`src/rtl/uart_tx_scheduler_pkg.sv`:
```
// uart_sched_pkg: shared FSM state and queue entry types for the UART TX scheduler
package uart_sched_pkg;
  typedef enum logic [1:0] {IDLE, START, WAIT_ACK, WAIT_DONE} sched_state_t;
  typedef struct packed {
    logic        word;
    logic [31:0] data;
  } txq_entry_t;
endpackage

```
`src/rtl/uart_tx_scheduler_if.sv`:
```
// uart_tx_scheduler_if: core, DMA, UartTx and status signals of the TX scheduler
interface uart_tx_scheduler_if;
  logic        core_push;
  logic [31:0] core_wdata;
  logic        core_word;
  logic        dma_req;
  logic [7:0]  dma_byte;
  logic        dma_grant;
  logic        tx_start;
  logic [7:0]  sdata;
  logic        tx_busy;
  logic [31:0] sendable;
  logic        overflow;
  logic        idle;
  modport master (
    output core_push, core_wdata, core_word, dma_req, dma_byte, tx_busy,
    input  dma_grant, tx_start, sdata, sendable, overflow, idle
  );
  modport slave (
    input  core_push, core_wdata, core_word, dma_req, dma_byte, tx_busy,
    output dma_grant, tx_start, sdata, sendable, overflow, idle
  );
endinterface

```
`src/rtl/tx_word_fifo.sv`:
```
// tx_word_fifo: circular word queue with occupancy count and sticky overflow
module tx_word_fifo import uart_sched_pkg::*; #(
  parameter int BUF_DEPTH = 16,
  localparam int AW = $clog2(BUF_DEPTH)
) (
  input  logic       clock,
  input  logic       reset,
  input  logic       push,
  input  logic       pop,
  input  txq_entry_t din,
  output txq_entry_t dout,
  output logic [AW:0] count,
  output logic       empty,
  output logic       overflow
);
  txq_entry_t mem [BUF_DEPTH];
  logic [AW-1:0] wptr, rptr;
  logic full, push_ok;
  assign full = count == (AW+1)'(BUF_DEPTH);
  assign empty = count == '0;
  assign push_ok = push && !full;
  assign dout = mem[rptr];
  always_ff @(posedge clock or negedge reset)
    if (!reset) begin
      wptr <= '0;
      rptr <= '0;
      count <= '0;
      overflow <= 1'b0;
    end else begin
      wptr <= wptr + AW'(push_ok);
      rptr <= rptr + AW'(pop);
      count <= count + (AW+1)'(push_ok) - (AW+1)'(pop);
      overflow <= overflow | (push && full);
    end
  always_ff @(posedge clock)
    if (push_ok) mem[wptr] <= din;
endmodule

```
`src/rtl/uart_tx_scheduler.sv`:
```
// uart_tx_scheduler: arbitrates DMA bytes and queued core words onto the shared UartTx
module uart_tx_scheduler import uart_sched_pkg::*; #(
  parameter int BUF_DEPTH = 16
) (
  input logic clock,
  input logic reset,
  uart_tx_scheduler_if.slave bus
);
  localparam int AW = $clog2(BUF_DEPTH);
  sched_state_t state, state_n;
  txq_entry_t head, cur;
  logic [AW:0] count;
  logic empty, take_dma, take_q, next_byte;
  logic [1:0] byte_idx, nxt_idx;
  tx_word_fifo #(.BUF_DEPTH(BUF_DEPTH)) u_fifo (
    .clock(clock),
    .reset(reset),
    .push(bus.core_push),
    .pop(take_q),
    .din({bus.core_word, bus.core_wdata}),
    .dout(head),
    .count(count),
    .empty(empty),
    .overflow(bus.overflow)
  );
  always_ff @(posedge clock or negedge reset)
    if (!reset) state <= IDLE;
    else state <= state_n;
  always_comb
    state_n = state == IDLE     ? ((take_dma || take_q) ? START : IDLE) :
              state == START    ? WAIT_ACK :
              state == WAIT_ACK ? (bus.tx_busy ? WAIT_DONE : WAIT_ACK) :
              bus.tx_busy       ? WAIT_DONE :
              next_byte         ? START : IDLE;
  always_comb begin
    take_dma = state == IDLE && !bus.tx_busy && bus.dma_req;
    take_q = state == IDLE && !bus.tx_busy && !bus.dma_req && !empty;
    next_byte = state == WAIT_DONE && !bus.tx_busy && cur.word && byte_idx != 2'd3;
    nxt_idx = byte_idx + 2'd1;
  end
  // cur.word is cleared on a DMA launch so a stale word never resumes after it
  always_ff @(posedge clock or negedge reset)
    if (!reset) begin
      bus.tx_start <= 1'b0;
      bus.dma_grant <= 1'b0;
      bus.sdata <= '0;
      cur <= '0;
      byte_idx <= '0;
    end else begin
      bus.tx_start <= state == START;
      bus.dma_grant <= take_dma;
      bus.sdata <= take_dma  ? bus.dma_byte :
                   take_q    ? head.data[7:0] :
                   next_byte ? cur.data[{nxt_idx, 3'b000} +: 8] : bus.sdata;
      cur <= take_dma ? '0 : take_q ? head : cur;
      byte_idx <= take_q ? 2'd0 : next_byte ? nxt_idx : byte_idx;
    end
  assign bus.idle = state == IDLE && empty && !bus.dma_req;
  assign bus.sendable = 32'(BUF_DEPTH) - 32'(count);
endmodule

```
`src/flat_wrapper.sv`:
```
// flat-port wrapper written by rule: the top's interface ports become plain ports
module uart_tx_scheduler_flat import uart_sched_pkg::*;
#(
  parameter int BUF_DEPTH = 16
)
  (clock, reset, bus_core_push, bus_core_wdata, bus_core_word, bus_dma_req, bus_dma_byte, bus_tx_busy, bus_dma_grant, bus_tx_start, bus_sdata, bus_sendable, bus_overflow, bus_idle);
  uart_tx_scheduler_if bus_i ();
  input logic clock;
  input logic reset;
  input wire logic [$bits(bus_i.core_push)-1:0] bus_core_push;
  input wire logic [$bits(bus_i.core_wdata)-1:0] bus_core_wdata;
  input wire logic [$bits(bus_i.core_word)-1:0] bus_core_word;
  input wire logic [$bits(bus_i.dma_req)-1:0] bus_dma_req;
  input wire logic [$bits(bus_i.dma_byte)-1:0] bus_dma_byte;
  input wire logic [$bits(bus_i.tx_busy)-1:0] bus_tx_busy;
  output wire logic [$bits(bus_i.dma_grant)-1:0] bus_dma_grant;
  output wire logic [$bits(bus_i.tx_start)-1:0] bus_tx_start;
  output wire logic [$bits(bus_i.sdata)-1:0] bus_sdata;
  output wire logic [$bits(bus_i.sendable)-1:0] bus_sendable;
  output wire logic [$bits(bus_i.overflow)-1:0] bus_overflow;
  output wire logic [$bits(bus_i.idle)-1:0] bus_idle;
  assign bus_i.core_push = bus_core_push;
  assign bus_i.core_wdata = bus_core_wdata;
  assign bus_i.core_word = bus_core_word;
  assign bus_i.dma_req = bus_dma_req;
  assign bus_i.dma_byte = bus_dma_byte;
  assign bus_i.tx_busy = bus_tx_busy;
  assign bus_dma_grant = bus_i.dma_grant;
  assign bus_tx_start = bus_i.tx_start;
  assign bus_sdata = bus_i.sdata;
  assign bus_sendable = bus_i.sendable;
  assign bus_overflow = bus_i.overflow;
  assign bus_idle = bus_i.idle;
  uart_tx_scheduler #(.BUF_DEPTH(BUF_DEPTH)) u_core (.clock(clock), .reset(reset), .bus(bus_i));
endmodule
```
`config.mk`:
```
export PLATFORM = sky130hd
export DESIGN_NAME = uart_tx_scheduler_flat
export DESIGN_NICKNAME = d
export VERILOG_FILES = /design/src/rtl/uart_tx_scheduler_pkg.sv /design/src/rtl/uart_tx_scheduler_if.sv /design/src/rtl/tx_word_fifo.sv /design/src/rtl/uart_tx_scheduler.sv /design/src/flat_wrapper.sv
export SDC_FILE = /design/constraint.sdc
export NUM_CORES = 1
export LEC_CHECK = 0
export CAP_MARGIN = 20
export CORE_MARGIN = 2
export CORE_UTILIZATION = 37
export CTS_CLUSTER_SIZE = 40
export DETAILED_ROUTE_END_ITERATION = 10
export PLACE_DENSITY = 0.54
export REMOVE_ABC_BUFFERS = 1
export SKIP_CTS_REPAIR_TIMING = 1
export SYNTH_ARGS = -nofsm -noshare
export SYNTH_HDL_FRONTEND = slang
export SYNTH_HIERARCHICAL = 1
export SYNTH_SLANG_ARGS = --single-unit
```
`constraint.sdc`:
```
create_clock -name clock -period 5 [get_ports clock]
set_input_delay 1 -clock clock [delete_from_list [all_inputs] [get_ports clock]]
set_output_delay 1 -clock clock [all_outputs]
set_load 0.02 [all_outputs]
```
---- After elaboration in Yosys (flattened, before gate mapping) ----
Memory sizes are Yosys's and may differ from the RTL's.
Cells that the tools add are included.
storage, ports and cells
  register bits after elaboration ......... 61
  RAM bits ................................ 528
  output and inout bits ................... 44
  word-level logic and storage cells ...... 62
  memories kept ........................... 1
memories
  memory             depth  width  read ports  clocked after Yosys merged registers in  wr ports  RTL line            RTL
  u_core.u_fifo.mem  16     33     1           0                                        1         tx_word_fifo.sv:16  txq_entry_t mem [BUF_DEPTH];
operators by class
  add/subtract/negate cells ............... 6
  equality and inequality tests ........... 5
  shift-type cells ........................ 1
  muxes and demuxes ....................... 16
  bitwise operators ....................... 1
  reductions and logical operators ........ 21
operator list
  cell                                                                count
  33-bit two-way mux                                                  2
  32-bit by 6-bit variable part select with 8-bit output              1
  8-bit two-way mux                                                   3
  2-bit two-way mux                                                   6
  1-bit logical AND                                                   11
  4-bit by 1-bit adder with 4-bit output                              2
  5-bit by 5-bit subtractor with 6-bit output (first input constant)  1
  5-bit by 1-bit adder with 5-bit output                              1
  5-bit == test (second input constant)                               1
  5-bit zero test                                                     1
  1-bit two-way mux                                                   5
  5-bit by 1-bit subtractor with 5-bit output                         1
  2-bit == test (second input constant)                               2
  1-bit zero test                                                     4
  2-bit nonzero test                                                  2
  3-bit nonzero test                                                  1
  2-bit by 1-bit adder with 2-bit output (second input constant)      1
  2-bit by 1-bit == test with 1-bit output (second input constant)    1
  2-bit zero test                                                     1
  2-bit inequality test (second input constant)                       1
  1-bit logical OR                                                    1
  1-bit OR                                                            1

---- Depth between registers and ports, before layout ----
  depth in word-level cells ............... 9
  gate-level depth with buffers ........... 15
  mapped depth without buffers ............ 13

---- Modules after synthesis ----
Netlist, hierarchy kept.
by module, submodules not included
  module             instances  cells each  area an instance (um2)  seq. area each (um2)
  tx_word_fifo       1          1,028       21,129.0                16,205.5
  uart_tx_scheduler  1          187         2,379.8                 1,176.1

---- Least setup slack after synthesis ----
Ideal clock, no wire load.
  path kind ............................... input port to flip-flop
  from .................................... input bus_core_push
  to ...................................... memory u_core/u_fifo/mem[1][0] in the netlist's numbering (enable)
  setup time .............................. 506 ps
  data arrival time ....................... 4,631 ps
  data required time ...................... 4,494 ps
  setup slack ............................. -136 ps
  stages on the path ...................... 3
  path buffers ............................ 0
  cells stage by stage .................... nand2b_1 > or2_2 > nor4_1
between the ends
  longest elaborated chain between the ends .. 3
RTL lines
  item                                     RTL line            RTL
  start, declared                          flat_wrapper.sv:10  input wire logic [$bits(bus_i.core_push)-1:0] bus_core_push;
  1-bit logical AND                        tx_word_fifo.sv:21  assign push_ok = push && !full;
  1-bit two-way mux                        tx_word_fifo.sv:36  if (push_ok) mem[wptr] <= din;
  1-bit two-way mux (implied by the code)  tx_word_fifo.sv:36
  end, declared                            tx_word_fifo.sv:16
No other way between the ends.

---- Worst setup path after layout ----
  from .................................... register u_core.u_fifo.count[2]
  to ...................................... output bus_idle
between the ends
  longest elaborated chain between the ends .. 3
RTL lines
  item                            RTL line                 RTL
  start, declared                 tx_word_fifo.sv:12       output logic [AW:0] count,
  start signal, assigned          tx_word_fifo.sv:32       count <= count + (AW+1)'(push_ok) - (AW+1)'(pop);
  5-bit zero test                 tx_word_fifo.sv:20       assign empty = count == '0;
  via u_core.empty                uart_tx_scheduler.sv:13  logic empty, take_dma, take_q, next_byte;
  1-bit logical AND (2 in a row)  uart_tx_scheduler.sv:58  assign bus.idle = state == IDLE && empty && !bus.dma_req;
  end, declared                   flat_wrapper.sv:21       output wire logic [$bits(bus_i.idle)-1:0] bus_idle;
The timed path passes the listed nets, and every way through them passes these cells.

==> results.yml <==
worst_setup_path:
  endpoint_kind: "primary output"
  worstPathMaxFanout: 5
  critPathKind: "register to primary output"
  worstPathArrival_ns: 2.74
  critPathSlowestCell: "clkdlybuf4s50_1"
  critPathMaxStageDelay_ns: 0.63
  worstPathCellList: "inv_1 -> ha_1 -> nor4b_1 -> nand2b_1 -> nor3_1 -> clkdlybuf4s50_1"
  worst_ep_required_time_ns: 4.00
  cp-start-kind: "register"
synth:
  seq_area_frac_synth_pct: 73.9
  yosysWarnings: 6
  yosysMostFrequentCell: "edfxtp_1"
  synth_top_cell_by_area: "edfxtp_1"
  syn_area_um2: 23500
  synth_ff_type: "edfxtp_1"
  yosys-top-cells-area: "edfxtp_1, mux4_2, dfrtp_1, mux2i_1, a221oi_2"
  synth_cell_types: 47
  synth_seq_cells: 589
  synthTopCellsByCount: "edfxtp_1, mux2i_1, mux4_2"
  synth_edf_count: 528
  async_reset_ff_share_pct: 10.4
  synth.avg_cell_area_um2: 19.3
  yosysTopAreaCellShare_pct: 67.4
  netlist_instances: 1215
run:
  max_cap_viol_count: 0
layout:
  synthToLayoutAreaGrowth_pct: 15.4
  seqCellArea_um2: 17400
  final_cells: 2204
  diodes: 0
  n_fill_cell: 5441
  drive_gt1_share_pct: 18.9
  final_cell_area_um2: 27100
  final_util_pct: 43.1
  multi_input_area_um2: 5520
  fin_nets: 1366
cts:
  clock_path_buffers: 3
  clk_transition_reported_paths_ns: 0.06
  clock-sinks: 589
  h-tree-depth: 2
  cts-root-buf: "clkbuf_16"
  clock_latency_ns: 0.63
  numCtsBuffers: 59
  cts_tree: "done"
floorplanning:
  die_h_um: 256
  initial_core_util_pct: 37.3
  die_x_um: 256
  core-area_um2: 63000
  rows: 92
  io_pins: 90
  die_area_um2: 65600
power_and_ir_drop:
  p_sw_share_pct: 31.9
  p_int_mw: 10.4
  p_comb_share_pct: 29.9
  seqPwrFrac_pct: 42.2
  power_density_nw_per_um2: 561
  leakagePower_nw: 9.18
  vdd_drop_max_v: 0.000288
  clkPwrFrac_pct: 27.9
  switchingPower_mw: 4.86
routing:
  drtAntennaViolNets: 0
  remaining_drc_errors: 0
  wl_um: 54000
  wl_per_cell_um: 24.5
  drtPass1Iterations: 5
  vias: 11789
  vias_per_cell: 5.35
  drt_iter0_drc: 919
placement:
  dp_hpwl_um: 31800
  postPlaceCellArea_um2: 25300
  dp_cells: 2093
  post-place-ws_ns: 1.15
  gp_congestion: 0.786
  io_buffers: 89
global_route:
  grt_overflow: 0
  grt_max_degree: 61
  grt_pass1_vias: 11836
  grt_pass1_wl_um: 80100
  track_usage_pct: 16.4
  antenna_found_initial: 2
timing:
  rsz0062_at_grt: "false"
  clock.fmax_ghz: 0.267
  period_needed_ns: 3.74
  hold_viol_final: 0
  setup_slack_ns: 1.26
  min_period_over_period_pct: 74.9
  holdWs_ns: 0.391
  fin_skew_ns: 0.0185
  slew_violations: 0
  slew_headroom_pct: 41.4
  worst_pin_slew_ns: 0.877
  setup_viol: 0
min_path:
  min_path_type: "primary input to async pin"
outcome:
  outcome: "complete, no violations"
[power groups by stage]
stage / registers, mW / clock network, mW / logic [mW]
4_1_cts: 6.44 / 4.36 / 4.60
2_1_floorplan: 6.75 / 0 / 2.67
3_3_place_gp: 6.52 / 0 / 4.56
3_5_place_dp: 6.54 / 0 / 4.59
5_1_grt: 6.50 / 4.55 / 4.86
6_report: 6.43 / 4.25 / 4.55
[state kept, by name, summed over array words and instances, names as in the netlist]
register                cells
u_core/state                2
u_core/u_fifo/rptr          4
u_core/bus.dma_grant        1
u_core/bus.sdata            8
u_core/u_fifo/wptr          4
u_core/u_fifo/count         5
u_core/u_fifo/overflow      1
u_core/cur                 33
u_core/byte_idx             2
u_core/bus.tx_start         1
u_core/u_fifo/mem         528
[kinds of logic after synthesis]
family	after synthesis	share of synthesized area (%)
AOI/OAI and AO/OA	192	7.19
xor gates and xnor gates	13	0.484
adders and majority gates	11	0.617
buffers and inverters	113	3.09
DFF	589	73.9
muxes	206	12.7
and+or+nand+nor	91	1.98
[layout make-up]
| class | instances | area share [%] |
|---|---|---|
| Multi-Input combinational cell | 513 | 20.4 |
| Timing Repair Buffer | 131 | 4.65 |
| Inverter | 15 | 0.208 |
| Clock buffer | 74 | 5.65 |
| Sequential cell | 589 | 64.1 |
| Clock inverter | 36 | 1.14 |
| Tap cell | 846 | 3.90 |
[stage by stage]
stage | power (mW) | TNS, ns
after floorplan | 9.43 | -276.85
after global placement | 11.1 | 0
final | 15.2 | 0
after detailed placement | 11.1 | 0
after global routing | 15.9 | 0
after CTS | 15.4 | 0
[critical path, delay by kind of cell (launching register included)]
family,cells,cell delay [ns]
AND/OR/NAND/NOR,3,0.79
buffers and inverters,2,0.73
flip-flops,1,0.44
adder cells (fa/ha/maj),1,0.17
[worst paths after layout]
kind | from | to | slack (ns) | depth (start not counted)
worst max-delay path | u_core/u_fifo/count[2] | bus_idle | 1.26 | 6
worst min-delay path | reset | u_core/bus.sdata[4] | 0.39 | 1
worst max register to register | u_core/u_fifo/count[2] | u_core/u_fifo/mem[7][22] | 1.67 | 9
worst min register to register | u_core/u_fifo/overflow | u_core/u_fifo/overflow | 0.46 | 1
max in group asynchronous | reset | u_core/u_fifo/rptr[1] | 3.66 | 2
min in group clock | u_core/u_fifo/overflow | u_core/u_fifo/overflow | 0.46 | 1
[placed cells by master, fill, tap and decap left out, types with 29 or more instances in the layout]
cell type        synthesis  routed
nand2_1                 38      38
a221oi_1                37      37
o21ai_0                 30      30
mux2i_1                132     132
a221oi_2                29      29
dfrtp_1                 61      58
clkdlybuf4s50_1          0      88
mux4_2                  74      74
a22o_1                  33      33
clkbuf_16                0      59
buf_4                   38      37
edfxtp_1               528     528
a22oi_1                 33      33
[metal layers]
metal / vias up / routed length (um) / GRT usage (%)
li1: 5166 / - / -
met4: 4 / 1220 / 4.91
met2: 332 / 24900 / 25.5
met5: - / 27 / 0
met1: 6212 / 25100 / 23.9
met3: 75 / 2760 / 2.74
No activity file was read; power rests on OpenSTA's default activity.
